`config.mk`:
```
export PLATFORM = sky130hd
export DESIGN_NAME = datapath_sequencer
export DESIGN_NICKNAME = d
export VERILOG_FILES = /design/src/rtl/processor_pkg.sv /design/src/rtl/datapath_sequencer.sv
export SDC_FILE = /design/constraint.sdc
export NUM_CORES = 1
export LEC_CHECK = 0
export CORE_AREA = 2 2 203 205
export DETAILED_ROUTE_END_ITERATION = 8
export DIE_AREA = 0 0 205 207
export GPL_TIMING_DRIVEN = 0
export RECOVER_POWER = 25
export SLEW_MARGIN = 20
export SYNTH_ARGS = -nofsm -noshare
export SYNTH_HDL_FRONTEND = slang
export SYNTH_SLANG_ARGS = --single-unit
```
`constraint.sdc`:
```
create_clock -name clk -period 1.7 [get_ports clk]
set_input_delay 0.17 -clock clk [delete_from_list [all_inputs] [get_ports clk]]
set_output_delay 0.17 -clock clk [all_outputs]
set_load 0.1 [all_outputs]
```
`src/rtl/processor_pkg.sv`:
```
// processor_pkg
//   Shared definitions for the multi-cycle processor datapath:
//   - opcode constants for the current ISA revision (NOP, STORE, ADD, SUB)
//   - the sequencer FSM state encoding
//   - default datapath widths used as parameter defaults by the blocks
//   - small opcode-classification helpers
package processor_pkg;

  localparam int DEFAULT_WORDSIZE   = 64;
  localparam int DEFAULT_REG_ADDR_W = 5;
  localparam int DEFAULT_MEM_ADDR_W = 5;
  localparam int DEFAULT_CNT_W      = 16;

  localparam int OP_W = 7;

  localparam logic [OP_W-1:0] OP_NOP   = 7'h00;
  localparam logic [OP_W-1:0] OP_STORE = 7'h01;
  localparam logic [OP_W-1:0] OP_ADD   = 7'h02;
  localparam logic [OP_W-1:0] OP_SUB   = 7'h03;

  typedef enum logic [1:0] {
    ST_IDLE = 2'd0,
    ST_READ = 2'd1,
    ST_EXEC = 2'd2,
    ST_WB   = 2'd3
  } seq_state_e;

  // Opcode is part of the ISA (anything else raises illegal_op).
  function automatic logic is_legal_op(input logic [OP_W-1:0] op);
    return (op == OP_NOP) || (op == OP_STORE) || (op == OP_ADD) || (op == OP_SUB);
  endfunction

  // Opcode needs the register file and adder, i.e. walks READ/EXEC.
  function automatic logic uses_datapath(input logic [OP_W-1:0] op);
    return (op == OP_STORE) || (op == OP_ADD) || (op == OP_SUB);
  endfunction

  // Opcode writes a result back to the register file.
  function automatic logic is_arith_op(input logic [OP_W-1:0] op);
    return (op == OP_ADD) || (op == OP_SUB);
  endfunction

endpackage

```
`src/rtl/datapath_sequencer.sv`:
```
// datapath_sequencer
//   Multi-cycle controller for the processor datapath (register file, data
//   memory, adder/subtractor). Accepts one instruction per valid/ready
//   handshake and walks it through READ -> EXEC -> WB; NOP and illegal
//   opcodes skip straight to WB.
//
// Ports
//   clk, rst_n              clock; asynchronous active-low reset
//   instr_valid/instr_ready instruction handshake (ready only in IDLE)
//   instr_op/rs1/rs2/rd     instruction fields, held by source until accepted
//   rf_addr_a/b, rf_data_a/b register-file read ports
//   rf_write_en/addr/data   register-file write port
//   alu_a/alu_b/alu_sub     adder/subtractor operands and mode
//   alu_result              adder/subtractor result (combinational)
//   dm_addr/dm_data_input/dm_write_enable/dm_read  data-memory port
//   done                    1-cycle retire pulse
//   illegal_op              1-cycle pulse with done for unknown opcodes
//   retired_count           wrapping retired-instruction counter
module datapath_sequencer
  import processor_pkg::*;
#(
  parameter int WORDSIZE   = DEFAULT_WORDSIZE,
  parameter int REG_ADDR_W = DEFAULT_REG_ADDR_W,
  parameter int MEM_ADDR_W = DEFAULT_MEM_ADDR_W,
  parameter int CNT_W      = DEFAULT_CNT_W
) (
  input  logic                  clk,
  input  logic                  rst_n,
  input  logic                  instr_valid,
  output logic                  instr_ready,
  input  logic [OP_W-1:0]       instr_op,
  input  logic [REG_ADDR_W-1:0] instr_rs1,
  input  logic [REG_ADDR_W-1:0] instr_rs2,
  input  logic [REG_ADDR_W-1:0] instr_rd,
  output logic [REG_ADDR_W-1:0] rf_addr_a,
  output logic [REG_ADDR_W-1:0] rf_addr_b,
  input  logic [WORDSIZE-1:0]   rf_data_a,
  input  logic [WORDSIZE-1:0]   rf_data_b,
  output logic                  rf_write_en,
  output logic [REG_ADDR_W-1:0] rf_write_addr,
  output logic [WORDSIZE-1:0]   rf_write_data,
  output logic [WORDSIZE-1:0]   alu_a,
  output logic [WORDSIZE-1:0]   alu_b,
  output logic                  alu_sub,
  input  logic [WORDSIZE-1:0]   alu_result,
  output logic [MEM_ADDR_W-1:0] dm_addr,
  output logic [WORDSIZE-1:0]   dm_data_input,
  output logic                  dm_write_enable,
  output logic                  dm_read,
  output logic                  done,
  output logic                  illegal_op,
  output logic [CNT_W-1:0]      retired_count
);

  seq_state_e state_q, state_d;

  logic [OP_W-1:0]       op_q,  op_d;
  logic [REG_ADDR_W-1:0] rs1_q, rs1_d;
  logic [REG_ADDR_W-1:0] rs2_q, rs2_d;
  logic [REG_ADDR_W-1:0] rd_q,  rd_d;
  logic [WORDSIZE-1:0]   opa_q, opa_d;
  // Operand B only ever leaves the block as a store address, so only the
  // address slice is kept.
  logic [MEM_ADDR_W-1:0] opb_addr_q, opb_addr_d;
  logic [WORDSIZE-1:0]   res_q, res_d;
  logic [CNT_W-1:0]      cnt_q, cnt_d;

  always_ff @(posedge clk or negedge rst_n) begin
    if (!rst_n) begin
      state_q    <= ST_IDLE;
      op_q       <= '0;
      rs1_q      <= '0;
      rs2_q      <= '0;
      rd_q       <= '0;
      opa_q      <= '0;
      opb_addr_q <= '0;
      res_q      <= '0;
      cnt_q      <= '0;
    end else begin
      state_q    <= state_d;
      op_q       <= op_d;
      rs1_q      <= rs1_d;
      rs2_q      <= rs2_d;
      rd_q       <= rd_d;
      opa_q      <= opa_d;
      opb_addr_q <= opb_addr_d;
      res_q      <= res_d;
      cnt_q      <= cnt_d;
    end
  end

  always_comb begin
    state_d    = state_q;
    op_d       = op_q;
    rs1_d      = rs1_q;
    rs2_d      = rs2_q;
    rd_d       = rd_q;
    opa_d      = opa_q;
    opb_addr_d = opb_addr_q;
    res_d      = res_q;
    cnt_d      = cnt_q;

    instr_ready     = 1'b0;
    rf_addr_a       = '0;
    rf_addr_b       = '0;
    rf_write_en     = 1'b0;
    rf_write_addr   = '0;
    rf_write_data   = '0;
    alu_a           = '0;
    alu_b           = '0;
    alu_sub         = 1'b0;
    dm_addr         = '0;
    dm_data_input   = '0;
    dm_write_enable = 1'b0;
    done            = 1'b0;
    illegal_op      = 1'b0;

    case (state_q)
      ST_IDLE: begin
        instr_ready = 1'b1;
        if (instr_valid) begin
          op_d    = instr_op;
          rs1_d   = instr_rs1;
          rs2_d   = instr_rs2;
          rd_d    = instr_rd;
          state_d = uses_datapath(instr_op) ? ST_READ : ST_WB;
        end
      end

      ST_READ, ST_EXEC: begin
        // Addresses are held through EXEC so a register file with either a
        // combinational or a one-cycle registered read delivers valid data
        // by the end of EXEC. STORE reads its address register on port B.
        rf_addr_a = rs1_q;
        rf_addr_b = (op_q == OP_STORE) ? rd_q : rs2_q;
        if (state_q == ST_EXEC) begin
          alu_a      = rf_data_a;
          alu_b      = rf_data_b;
          alu_sub    = (op_q == OP_SUB);
          opa_d      = rf_data_a;
          opb_addr_d = rf_data_b[MEM_ADDR_W-1:0];
          res_d      = alu_result;
          state_d    = ST_WB;
        end else begin
          state_d = ST_EXEC;
        end
      end

      ST_WB: begin
        done       = 1'b1;
        illegal_op = !is_legal_op(op_q);
        cnt_d      = cnt_q + CNT_W'(1);
        if (is_arith_op(op_q)) begin
          // r0 is hard-wired to zero, so a write to it is dropped here.
          rf_write_en   = (rd_q != '0);
          rf_write_addr = rd_q;
          rf_write_data = res_q;
        end
        if (op_q == OP_STORE) begin
          dm_write_enable = 1'b1;
          dm_addr         = opb_addr_q;
          dm_data_input   = opa_q;
        end
        state_d = ST_IDLE;
      end

      default: state_d = ST_IDLE;
    endcase
  end

  // No loads in this ISA revision.
  assign dm_read       = 1'b0;
  assign retired_count = cnt_q;

endmodule

```
# Word level (Yosys, flattened, before mapping)
# Index checks and enable logic that the tools add are counted.
dict set report totals {
  ff_bits 173
  input_bits 217
  output_inout_bits 299
  elab_cells 61
}
dict set report op_classes {
  addsub 1
  eq_ne 10
  muxes 28
  n_reduce_logical 13
}
# cell count
set ops {}
lappend ops {{64-bit 2-to-1 mux} 8}
lappend ops {{5-bit 2-to-1 mux} 7}
lappend ops {{7-bit by 2-bit equality test with 1-bit output (second input constant)} 4}
lappend ops {{16-bit by 1-bit adder with 16-bit output (second input constant)} 1}
lappend ops {{7-bit by 1-bit equality test with 1-bit output (second input constant)} 2}
lappend ops {{1-bit 2-to-1 mux} 10}
lappend ops {{7-bit logical NOT} 1}
lappend ops {{1-bit logical OR} 6}
lappend ops {{2-bit case mux with 3 select lines} 1}
lappend ops {{5-bit nonzero test} 1}
lappend ops {{2-bit equality test (second input constant)} 2}
lappend ops {{2-bit 2-to-1 mux} 2}
lappend ops {{2-bit AND reduction} 2}
lappend ops {{2-bit by 1-bit equality test with 1-bit output (second input constant)} 1}
lappend ops {{2-bit logical NOT} 1}
lappend ops {{2-bit != test (second input constant)} 1}
lappend ops {{2-bit OR reduction} 1}
lappend ops {{1-bit logical NOT} 1}

# Longest topological paths before layout
dict set report depth {
  depth_word 6
  mapped_depth 7
  ltp_nobuf 5
}

# Worst setup path before layout
# No wires, ideal clock.
dict set report synth_timing {
  path_type {register to output}
  from {reg state_q[1]}
  to {out dm_addr[0]}
  arrival_ps 3288
  t_required_ps 1530
  path_slack_ps -1758
  path_stages_with_launch 7
  n_path_buf 2
  cell_sequence {dfrtp_1 ha_1 clkbuf_1 inv_1 nor3_4 buf_2 and2_1}
}
dict set report synth_between {
  elab_chain_len 2
}
# element line
set synth_lines {}
lappend synth_lines {{from (decl)} datapath_sequencer.sv:55} ;# seq_state_e state_q, state_d;
lappend synth_lines {{from (signal assigned)} datapath_sequencer.sv:80} ;# state_q <= state_d;
lappend synth_lines {{2-bit equality test} datapath_sequencer.sv:118} ;# case (state_q)
lappend synth_lines {{5-bit 2-to-1 mux} datapath_sequencer.sv:118}
lappend synth_lines {{to (decl)} datapath_sequencer.sv:46} ;# output logic [MEM_ADDR_W-1:0] dm_addr,
# No other way between the ends.

# Worst setup path after layout
dict set report layout_timing {
  from {reg op_q[2]}
  to {out dm_data_input[19]}
}
dict set report layout_between {
  elab_chain_len 3
}
# element line
set layout_lines {}
lappend layout_lines {{from (decl)} datapath_sequencer.sv:57} ;# logic [OP_W-1:0] op_q, op_d;
lappend layout_lines {{from (signal assigned)} datapath_sequencer.sv:81} ;# op_q <= op_d;
lappend layout_lines {{7-bit by 1-bit equality test with 1-bit output} datapath_sequencer.sv:159} ;# if (op_q == OP_STORE) begin
lappend layout_lines {{64-bit 2-to-1 mux} datapath_sequencer.sv:159}
lappend layout_lines {{64-bit 2-to-1 mux} datapath_sequencer.sv:118}
lappend layout_lines {{to (decl)} datapath_sequencer.sv:47} ;# output logic [WORDSIZE-1:0] dm_data_input,
# No other way between the ends.

==> key figures <==
Route
  – Remaining DRCs: 0
  – Post-Route WL: 36.76 mm
  – Vias per cell: 4.167
  – Post-route antenna net violation count: 0
  – Vias: 7676
  – Pre-Repair DR Iteration Count: 4
  – Initial drt markers: 213
  – Wire per inst: 19.95 um

Clock network
  – Clk slew on worst S/H paths: 0.08 ns
  – Clk root buf: clkbuf_16
  – CTS tree: yes
  – Insertion delay to the later sink of the worst-skew pair: 0.45 ns
  – H-tree depth: 4
  – Inserted Clock Buffers: 17
  – Clock Path Buffers: 2
  – CTS Sinks: 173

Final layout
  – Area grow syn2layout: 117.4%
  – Nets@finish: 1519
  – Fin area: 0.01866 sq mm
  – Ratio of cells with drive above 1 in the final layout: 0.6432
  – Final core occ: 0.4623

Timing
  – Final worst path period share: 1.436
  – Final Hold Fails: 0
  – Final WS setup: -0.7410 ns
  – # setup viols final: 426
  – Slew headroom: 0.1398
  – RSZ-0062 raised after global routing: yes
  – Max Freq: 0.4097 GHz
  – Minimum clock period: 2.441 ns
  – Worst slew pin tran: 1.290 ns
  – Max Slew Vio Count: 0
  – Clock Skews: 0.01207 ns

Global routing
  – All-Layer GR Usage: 0.1631
  – Met1 Use GR: 0.1817
  – First-pass GRT wire length: 51.51 mm
  – Vias in the first global route: 7888
  – Initial antenna violation count: 5
  – GRT Residual Overflow: 0
  – M3 GR Usage: 0.05255
  – GRT busiest layer: met2
  – Pin count of the biggest net entering global routing: 90
  – Grt met2 use: 0.2940

Place
  – Setup WS pre-CTS: -1.766 ns
  – DP Wirelength: 27.15 mm
  – Final Wtd Congestion: 0.7807
  – DP Area: 0.01544 sq mm
  – Port Buf Inserts: 514

Floorplanning
  – Starting density of the core: 0.2127
  – Die X: 205 um
  – Die Ht: 207 um
  – FP Rows: 74
  – Core area: 0.04037 sq mm
  – Full die area: 0.04244 sq mm
  – Top Ports: 516

Synthesis
  – Primary FF master, synth: dfrtp_1
  – Number of synthesized flops with an enable pin: 0
  – Synth top area share: 0.5042
  – Synthesized instance count: 739
  – Sequential share of the synthesized area: 0.5042
  – Cell with the most instances after synthesis: and2_1
  – Yosys cell types: 33
  – Post-synth ARST share: 1.000
  – #FFs+latches synth: 173
  – Syn_nets: 962
  – Post-synth top area cell: dfrtp_1
  – Post-Syn Area: 0.008586 sq mm
  – Synth Area per Inst: 11.62 sq um
  – Top post-synthesis cells by count: and2_1 (271), dfrtp_1 (173), mux2_2 (156)
  – Synth warnings: 0
  – Synth top area cells: dfrtp_1 (50%), mux2_2 (20%), and2_1 (20%)

Power and ir drop
  – Cell Pwr Density: 1902 mW/mm^2
  – Leakage: 7.942 nW
  – Peak supply drop: 1532 uV

Setup path
  – CP Capture Type: primary output
  – Crit path max fanout: 10
  – CP required: 1.53 ns
  – Setup Crit Path Kind: reg -> out
  – Critical path arrival: 2.27 ns
  – Startpoint types: flop

Flow run
  – Max_cap viols: 0

Worst hold path
  – HP Class: in -> reg

Run status
  – Outcome: finished, violations left
  – Failing checks: setup timing
==> layout by cell type (no fill, tap or decap), types with 15 or more instances in the layout <==
cell,n
and2_2,16
and2_4,255
buf_12,196
buf_2,17
buf_4,15
buf_6,59
buf_8,37
clkbuf_16,29
clkdlybuf4s50_1,231
dfrtp_1,158
mux2_2,156
nand2_1,18
==> logic make-up (layout without fill, tap and decap cells) <==
family          after synthesis  in the layout  share of synthesized area
simple gates                324            324                     0.2313
flops                       173            173                     0.5042
mux                         161            161                     0.2104
buf+inv                      54            624                    0.02594
xor+xnor                     15             15                    0.01530
fa+ha+maj                     6              6                   0.008744
compound gates                5              5                   0.003643
other cells                   1              2                  0.0004368
==> final timing paths <==
kind | start | endpoint | slack [ns] | cells after the start
setup reg to reg | state_q[0]$_DFFE_PN0P_ | opa_q[40]$_DFFE_PN0P_ | -0.31 | 5
setup / recovery | op_q[2]$_DFFE_PN0P_ | dm_data_input[19] | -0.74 | 6
hold reg to reg | retired_count[15]$_DFFE_PN0P_ | retired_count[15]$_DFFE_PN0P_ | 0.46 | 1
max in group asynchronous | rst_n | opa_q[26]$_DFFE_PN0P_ | 0.04 | 3
min in group asynchronous | rst_n | res_q[14]$_DFFE_PN0P_ | 0.55 | 2
hold / removal | alu_result[62] | res_q[62]$_DFFE_PN0P_ | 0.33 | 2
==> layout make-up <==
cell class | instances | area, sq um
timing repair buffer | 538 | 7507
antenna | 1 | 2.502
fill | 3601 | 21710
clock inverter | 11 | 133.9
buffer | 50 | 660.6
multi-input combinational | 512 | 4846
clock buffer | 21 | 470.5
inverter | 4 | 22.52
tap | 532 | 665.6
sequential | 173 | 4353
==> layer usage <==
metal	routed length (um)	part of all wire
met4	820	0.022
met3	2753	0.075
met2	19420	0.53
met1	13730	0.37
met5	36	0.00098
==> where the power goes <==
group / total (mW) / internal (mW) / switching [mW] / leakage, nW
registers: 7.42 / 6.18 / 1.24 / 2.04
clock network: 4.18 / 2.31 / 1.87 / 0.288
logic: 23.9 / 9.81 / 14.1 / 5.62
==> registers in the layout, summed over array words and instances (netlist names) <==
signal,count
retired_count,16
res_q,64
rd_q,5
op_q,7
rs1_q,5
state_q,2
opa_q,64
rs2_q,5
opb_addr_q,5
==> critical path: stages, from the launching register on <==
cell and delay [ns]:
dfrtp_1 0.38, or4b_4 0.58, nor3_4 0.17, buf_12 0.19, clkbuf_16 0.17, and2_4 0.15, buf_12 0.17
==> stage by stage <==
step           total power, mW  TNS (ns)  instances  hold slack [ns]
2_1_floorplan            22.80    -50.19        739          -0.1256
3_3_place_gp             27.28  -1728.46       1785           0.4588
3_5_place_dp             27.51   -447.55       1786           0.2425
4_1_cts                  31.76   -279.42       1823           0.2983
5_1_grt                  37.04   -249.61       1841           0.2990
6_report                 35.49   -188.16       1842           0.3303
==> repair_timing <==
item | in CTS | in global routing
hold buffers | 1 | 0
gates resized for setup | 1992 | 450
setup endpoints to repair | 432 | 442
pin swaps | 10 | 9
gates cloned | 1 | 4
hold endpoints to repair | 84 | 0
buffers inserted | 3 | 14
(Power assumes the default switching activity.)
